$ cat src/rtl/regfile_sb_pkg.sv
// rtl/regfile_sb_pkg.sv - shared types and default sizes for the scoreboarded register file
package regfile_sb_pkg;

    localparam int DefWidth = 16;
    localparam int DefDepth = 16;

    typedef enum logic {
        IDLE  = 1'b0,
        CLEAR = 1'b1
    } sweepState_e;

endpackage

$ cat src/rtl/regfile_sweep.sv
// rtl/regfile_sweep.sv - sequential clear sweep: one register per cycle, ready low while sweeping
module regfile_sweep
    import regfile_sb_pkg::*;
#(
    parameter int DEPTH = DefDepth,
    parameter int SELW  = $clog2(DEPTH)
) (
    input  logic            clk,
    input  logic            rst,
    input  logic            clr,
    output logic            ready,
    output logic            done,
    output logic            sweepEn,
    output logic [SELW-1:0] sweepIdx
);

    localparam logic [SELW-1:0] LastIdx = SELW'(DEPTH - 1);

    sweepState_e     state, stateNext;
    logic [SELW-1:0] cnt, cntNext;

    always_ff @(posedge clk) begin
        if (!rst) begin
            state <= IDLE;
            cnt   <= '0;
        end else begin
            state <= stateNext;
            cnt   <= cntNext;
        end
    end

    always_comb begin
        stateNext = state;
        cntNext   = cnt;
        ready     = 1'b1;
        done      = 1'b0;
        sweepEn   = 1'b0;
        case (state)
            IDLE: begin
                if (clr) begin
                    stateNext = CLEAR;
                    cntNext   = '0;
                end
            end
            CLEAR: begin
                ready   = 1'b0;
                sweepEn = 1'b1;
                cntNext = cnt + 1'b1;
                if (cnt == LastIdx) begin
                    stateNext = IDLE;
                    // a reset landing on the final cycle aborts the sweep, so no pulse
                    done      = rst;
                end
            end
            default: stateNext = IDLE;
        endcase
    end

    assign sweepIdx = cnt;

endmodule

$ cat src/rtl/regfile_sb.sv
// rtl/regfile_sb.sv - register file with per-register busy bits and clear sweep
// Optional write-to-read forwarding enabled by defining REGFILE_BYPASS_EN.
module regfile_sb
    import regfile_sb_pkg::*;
#(
    parameter int WIDTH   = DefWidth,
    parameter int DEPTH   = DefDepth,
    parameter int SELW    = $clog2(DEPTH),
    parameter int ZERO_R0 = 0
) (
    input  logic             clk,
    input  logic             rst,
    input  logic             wen,
    input  logic [SELW-1:0]  selRd,
    input  logic [WIDTH-1:0] rd,
    input  logic [SELW-1:0]  selRs,
    input  logic [SELW-1:0]  selRt,
    output logic [WIDTH-1:0] rs,
    output logic [WIDTH-1:0] rt,
    input  logic             iss,
    input  logic [SELW-1:0]  selIss,
    output logic             busyRs,
    output logic             busyRt,
    input  logic             clr,
    output logic             ready,
    output logic             done
);

    logic [WIDTH-1:0] regs [DEPTH];
    logic [DEPTH-1:0] busy;
    logic             sweepEn;
    logic [SELW-1:0]  sweepIdx;
    logic             writeOk;
    logic             issueOk;

    regfile_sweep #(
        .DEPTH (DEPTH),
        .SELW  (SELW)
    ) u_sweep (
        .clk      (clk),
        .rst      (rst),
        .clr      (clr),
        .ready    (ready),
        .done     (done),
        .sweepEn  (sweepEn),
        .sweepIdx (sweepIdx)
    );

    // register 0 is never written nor issued when hardwired, so it stays zero and idle
    assign writeOk = ready && wen && !((ZERO_R0 != 0) && (selRd == '0));
    assign issueOk = ready && iss && !((ZERO_R0 != 0) && (selIss == '0));

    always_ff @(posedge clk) begin
        if (!rst) begin
            regs <= '{default: '0};
            busy <= '0;
        end else begin
            if (writeOk) begin
                regs[selRd] <= rd;
                busy[selRd] <= 1'b0;
            end
            // issue is applied after the write so a same-index collision leaves busy set
            if (issueOk) begin
                busy[selIss] <= 1'b1;
            end
            if (sweepEn) begin
                regs[sweepIdx] <= '0;
                busy[sweepIdx] <= 1'b0;
            end
        end
    end

    always_comb begin
        rs     = regs[selRs];
        rt     = regs[selRt];
        busyRs = busy[selRs];
        busyRt = busy[selRt];
`ifdef REGFILE_BYPASS_EN
        if (writeOk && (selRd == selRs)) begin
            rs     = rd;
            busyRs = issueOk && (selIss == selRs);
        end
        if (writeOk && (selRd == selRt)) begin
            rt     = rd;
            busyRt = issueOk && (selIss == selRt);
        end
`endif
    end

endmodule

$ cat config.mk
export PLATFORM = sky130hd
export DESIGN_NAME = regfile_sb
export DESIGN_NICKNAME = d
export VERILOG_FILES = /design/src/rtl/regfile_sb_pkg.sv /design/src/rtl/regfile_sweep.sv /design/src/rtl/regfile_sb.sv
export SDC_FILE = /design/constraint.sdc
export NUM_CORES = 1
export LEC_CHECK = 0
export CORE_ASPECT_RATIO = 1.25
export CORE_MARGIN = 2
export CORE_UTILIZATION = 51
export CTS_CLUSTER_DIAMETER = 30
export DETAILED_ROUTE_END_ITERATION = 8
export GPL_TIMING_DRIVEN = 0
export PLACE_DENSITY = 0.69
export SETUP_SLACK_MARGIN = 0.5
export SLEW_MARGIN = 25
export SYNTH_ARGS = -nofsm -noshare
export SYNTH_HDL_FRONTEND = slang
export SYNTH_SLANG_ARGS = --single-unit
$ cat constraint.sdc
create_clock -name clk -period 7.4 [get_ports clk]
set_input_delay 2.22 -clock clk [delete_from_list [all_inputs] [get_ports clk]]
set_output_delay 2.22 -clock clk [all_outputs]
set_load 0.05 [all_outputs]
Word-level counts from Yosys, hierarchy flattened
Index checks and enable logic that the tools add are counted.
W data, S select, Z words.
{"block": "totals", "register_bits": 277, "latch_bits": 0, "ram_bits": 0, "mem_bits_ro": 0, "inputBits": 37, "out_inout_bits": 36, "wordCells": 93, "memories": 0}
{"block": "op_classes", "addsub": 1, "n_mul": 0, "n_div": 0, "order_cmp": 14, "n_eq_ne": 2, "shifts": 0, "n_mux": 38, "bitwise_logic": 12, "n_reduce_logical": 7}
{"operator": "$mux W256", "n": 3}
{"operator": "$and A256 B256 Y256", "n": 1}
{"operator": "$bwmux W256", "n": 1}
{"operator": "$not A256 Y256", "n": 1}
{"operator": "$mux W16", "n": 11}
{"operator": "$bmux W16 S4", "n": 2}
{"operator": "$demux W16 S4", "n": 2}
{"operator": "$and A16 B16 Y16", "n": 2}
{"operator": "$not A16 Y16", "n": 2}
{"operator": "$lt A4 B5 Y1 const B", "n": 5}
{"operator": "$ge A5 B5 Y1 const B", "n": 4}
{"operator": "$not A4 Y5", "n": 4}
{"operator": "$or A16 B16 Y16", "n": 1}
{"operator": "$demux W1 S4", "n": 3}
{"operator": "$ge A4 B1 Y1 const B", "n": 3}
{"operator": "$mux W1", "n": 11}
{"operator": "$lt A5 B1 Y1 const B", "n": 2}
{"operator": "$bmux W1 S4", "n": 2}
{"operator": "$pmux W4 S2", "n": 1}
{"operator": "$logic_and A1 B1 Y1", "n": 7}
{"operator": "$add A4 B1 Y4 const B", "n": 1}
{"operator": "$eq A4 B4 Y1 const B", "n": 1}
{"operator": "$mux W4", "n": 1}
{"operator": "$ne A2 B2 Y1 const B", "n": 1}
{"operator": "2 further kinds", "n": 2}

Depth between registers and ports, before layout
Gate-level depths: netlist of run 1.
{"block": "logic_depth", "ltp_word": 13, "mapped_depth": 6, "ltp_nobuf": 5}

Cells and area by module
From an unflattened synthesis of run 1, not the netlist that was laid out.
{"block": "unflattened", "hier_cells": 1620, "hier_area_um2": 14843.0}
{"mod": "regfile_sb", "instances": 1, "cells_each": 1595, "area_per_inst_um2": 14594.0, "seq_area_each_um2": 5445.2}
{"mod": "regfile_sweep", "instances": 1, "cells_each": 25, "area_per_inst_um2": 249.0, "seq_area_each_um2": 100.1}

Least setup slack after synthesis of run 1
No wires, ideal clock.
{"block": "synth_timing", "path_kind": "input to output", "from": "input rst", "to": "output done", "t_arrival_ns": 3.924, "t_required_ns": 5.180, "slack_ns": 1.256, "stages": 4, "path_buffers": 2, "path_cell_list": "clkbuf_1 buf_2 inv_1 nor3_1"}
{"block": "synth_between", "elab_chain_len": 2}
{"item": "start, declared", "line": "regfile_sb.sv:12", "text": "input logic rst,"}
{"item": "$mux W1", "line": "regfile_sweep.sv:49", "text": "if (cnt == LastIdx) begin"}
{"item": "$mux W1", "line": "regfile_sweep.sv:38", "text": "case (state)"}
{"item": "end, declared", "line": "regfile_sb.sv:26", "text": "output logic done"}
Every way passes these cells.

Final worst setup path of run 1
{"block": "layout_timing", "from": "input selRs[1]", "to": "output rs[2]"}
{"block": "layout_between", "elab_chain_len": 4}
{"item": "start, declared", "line": "regfile_sb.sv:16", "text": "input logic [SELW-1:0] selRs,"}
{"item": "$not A4 Y5 (not written as such)", "line": "regfile_sb.sv:74", "text": "rs = regs[selRs];"}
{"item": "$bmux W16 S4", "line": "regfile_sb.sv:74"}
{"item": "$mux W16 (not written as such) (2 in series)", "line": "regfile_sb.sv:74"}
{"item": "end, declared", "line": "regfile_sb.sv:18", "text": "output logic [WIDTH-1:0] rs,"}
Every way passes these cells. The select of a mux whose other input is x is not followed.

==> summary.md, run 1 <==
| Metric | Value |
|---|---|
| Register area share after synthesis | `0.376` |
| CTS tree | `built` |
| Status | `complete, no violations` |
| Crit path max-delay family | `buffers and inverters` |
| R2R depth | `5` |
| Worst-Skew Late Latency | `0.58 ns` |
| Buffers on Ports | `between 50 and 60` |
| LEAKAGE | `about 6 nW` |
| Clk buf depth | `3` |
| Syn_area_per_cell | `between 9 and 10 sq um` |
| Crit Path Class | `input port to output pin` |
| Initial antenna violation count | `0` |
| Area leader, netlist | `dfxtp_1` |
| Inst Count DP | `slightly above 2000` |
| GRT Total Usage | `0.439` |
| Via count | `15563` |
| FF-to-FF Start | `u_sweep.state` |
| Final Hold Fails | `0` |
| Synth Register Bits | `~280` |
| PwrDens | `between 200 and 300 nW/um^2` |
| Row count | `69` |
| Multi-input logic area | `~8300 sq um` |
| Post-Syn Area | `around 15000 sq um` |
| Max incr delay on CP | `between 0.7 and 0.8 ns` |
| Slew Limit Fails | `0` |
| RR Endpoint | `regs[76]` |
| Max stage delay cell, worst path | `clkdlybuf4s50_1` |
| Commonest cells in the synthesized netlist | `277 x dfxtp_1, 276 x a21oi_1, 258 x nand3_1, 245 x o21ai_0, 136 x mux4_2` |
| Count leader, synth | `dfxtp_1` |
| HPWL after DPL | `between 40000 and 50000 microns` |
| Router iterations before antenna repair | `8` |
| HP Class | `register to register` |
| Top post-synthesis cells by area | `dfxtp_1 38%, mux4_2 21%, a21oi_1 9.4%, nand3_1 8.8%, o21ai_0 8.3%` |
| # hold bufs at CTS | `0` |
| DR WL/cell | `approximately 32 microns` |
| Period utilization | `0.941` |
| Clock root cell | `clkbuf_16` |
| Layout cells sized above 1 | `0.180` |
| GPL Wtd Cong | `approximately 1` |
| I/O pins | `73` |
| Syn_nets | `approximately 1700` |
| Post-CTS Resized | `between 40 and 50` |
| Slew headroom | `0.244` |
| RSZ-0062 raised after global routing | `no` |
| Tmin final | `a little under 7 ns` |
| Setup bufs post-CTS | `0` |
| Crit path arrival time | `approximately 4.7 ns` |
| Startpoint Class | `input port` |
| Area grow syn2layout | `20.4%` |
| Core box area | `roughly 28000 sq um` |
| Final nets | `~1800` |
| DIE AREA | `a little over 30000 sq um` |
| Hold path depth | `2` |
| Top cell type's share of synthesized area | `0.376` |
| Ys async rst share | `0` |
| Fin cells | `2133` |
| Fmax | `144 MHz` |
| Mapped Cells | `~1600` |
| Die width | `156 microns` |
| Top cell by count, worst path | `buf_2` |
| Fill cell count | `2478` |
| WP buf/inv | `4` |
| H-tree Lvls | `2` |
| Final-report setup violation count | `0` |
| CP Max Fanout | `10` |
| Drc violations | `0` |
| First-pass GRT wire length | `a little under 100000 microns` |
| Min-delay src | `regs[129]` |
| Initial DRC Count | `2618` |
| VDD IR max | `between 150 and 200 uV` |
| Yosys warns | `0` |
| GRT overflow | `0` |
| Post-synth cell types | `34` |
| CTS Buf Count | `56` |
| WHS | `just under 0.5 ns` |
| Largest net degree at the start of global routing | `14` |
| Clock-pin slew on the worst setup and hold paths | `~0.050 ns` |
| Max-cap viol count | `0` |
| CP Cell Sequence | `buf_2 -> buf_2 -> clkbuf_2 -> mux4_2 -> a22oi_1 -> nand2_1 -> clkdlybuf4s50_1` |
| CTS Sinks | `between 200 and 300` |
| Worst-Margin Slew | `about 1.1 ns` |
| Die H | `a little under 200 microns` |
| Setup crit end kind | `output pin` |
| Register area | `approximately 5500 sq um` |
| Detailed Route WL | `approximately 67000 microns` |
| Starting density of the core | `0.519` |
| Hold endpoint | `regs[129]` |
| Vias in the first global route | `around 15000` |
| Reg2reg setup slack | `approximately 5.0 ns` |
| WP data required | `5.18 ns` |
| Final clock skew | `roughly 0.023 ns` |
| Main synth FF type | `dfxtp_1` |
| ANT nets after route | `0` |
| EDFF count, synth | `0` |
| Via density | `7.30` |
| Crit. path cell count | `7` |
report_power, final:
group / switching, W / leakage (nW) / internal (W) / total [W]
combinational: 0.000314 / 2.77 / 0.000101 / 0.000415
clock: 0.000865 / 0.975 / 0.00183 / 0.00270
sequential: 0.0000130 / 2.23 / 0.00151 / 0.00152
registers in the layout, indices dropped and copies added, names as in the netlist:
register / cells
u_sweep.sweepIdx: 4
busy: 16
regs: 256
u_sweep.state: 1
logic make-up after synthesis:
group                      Yosys count  share of synthesized area
muxes                              137                      0.208
AOI/OAI and AO/OA                  635                      0.229
and+or+nand+nor                    355                      0.122
adders and majority gates            4                    0.00339
DFF                                277                      0.376
buffers and inverters              218                     0.0614
layout make-up:
class | instances | share of cell area
Buffer | 213 | 0.0515
Timing Repair Buffer | 51 | 0.0283
Clock buffer | 73 | 0.0911
Multi-Input combinational cell | 1131 | 0.469
Antenna cell | 1 | 0.000141
Clock inverter | 27 | 0.0220
Inverter | 5 | 0.00106
Sequential cell | 277 | 0.312
Tap cell | 355 | 0.0250
worst max-delay path by stage:
stage	slack, ns	endpoint	startpoint
floorplan	1.26	done	rst
global route	0.51	rs[2]	selRs[1]
finish	0.44	rs[2]	selRs[1]
detailed placement	-0.06	rt[4]	selRt[3]
global placement	-0.06	rt[4]	selRt[2]
CTS	0.41	rs[4]	selRs[3]
metal layers:
metal	routed length (microns)	global-route usage
met1	23700	0.564
met2	28100	0.627
met3	9660	0.131
met4	5970	0.315
met5	0	0
through the flow:
stage | cell area (sq um) | setup slack (ns) | total power, W | utilization | TNS (ns)
after detailed placement | 15700 | -0.0634 | 0.00194 | 0.553 | -0.443
final | 17800 | 0.435 | 0.00464 | 0.625 | 0
after global placement | 15700 | -0.0627 | 0.00194 | 0.553 | -0.276
after CTS | 17700 | 0.407 | 0.00459 | 0.624 | 0
after global routing | 17700 | 0.511 | 0.00470 | 0.625 | 0
after floorplan | 14700 | 1.26 | 0.00177 | - | 0
cells in the final DEF (no fill, tap or decap), types with 24 or more instances in the layout:
master / synthesis / routed
nand2_1: 53 / 53
o21ai_1: 39 / 37
a22oi_1: 68 / 68
a21oi_1: 276 / 276
clkdlybuf4s50_1: 0 / 24
dfxtp_1: 277 / 277
o21ai_0: 245 / 245
mux4_2: 136 / 136
nand3_1: 258 / 258
clkbuf_16: 0 / 57
clkbuf_1: 130 / 118
buf_1: 29 / 25
buf_2: 49 / 52
tightest hold or removal path: stages, from the launching register on:
cell     delay (ns)
dfxtp_1        0.31
o21ai_0        0.07
a21oi_1        0.06
No activity file was read; power rests on OpenSTA's default activity.
==> run 2: changes to the inputs <==
--- a/config.mk
+++ b/config.mk
@@ -5,6 +5,7 @@
 export SDC_FILE = /design/constraint.sdc
 export NUM_CORES = 1
 export LEC_CHECK = 0
+export CAP_MARGIN = 15
 export CORE_ASPECT_RATIO = 1.25
 export CORE_MARGIN = 2
 export CORE_UTILIZATION = 51
==> results of run 2 <==
Final layout, timing and power as in run 1 (identical DEF).
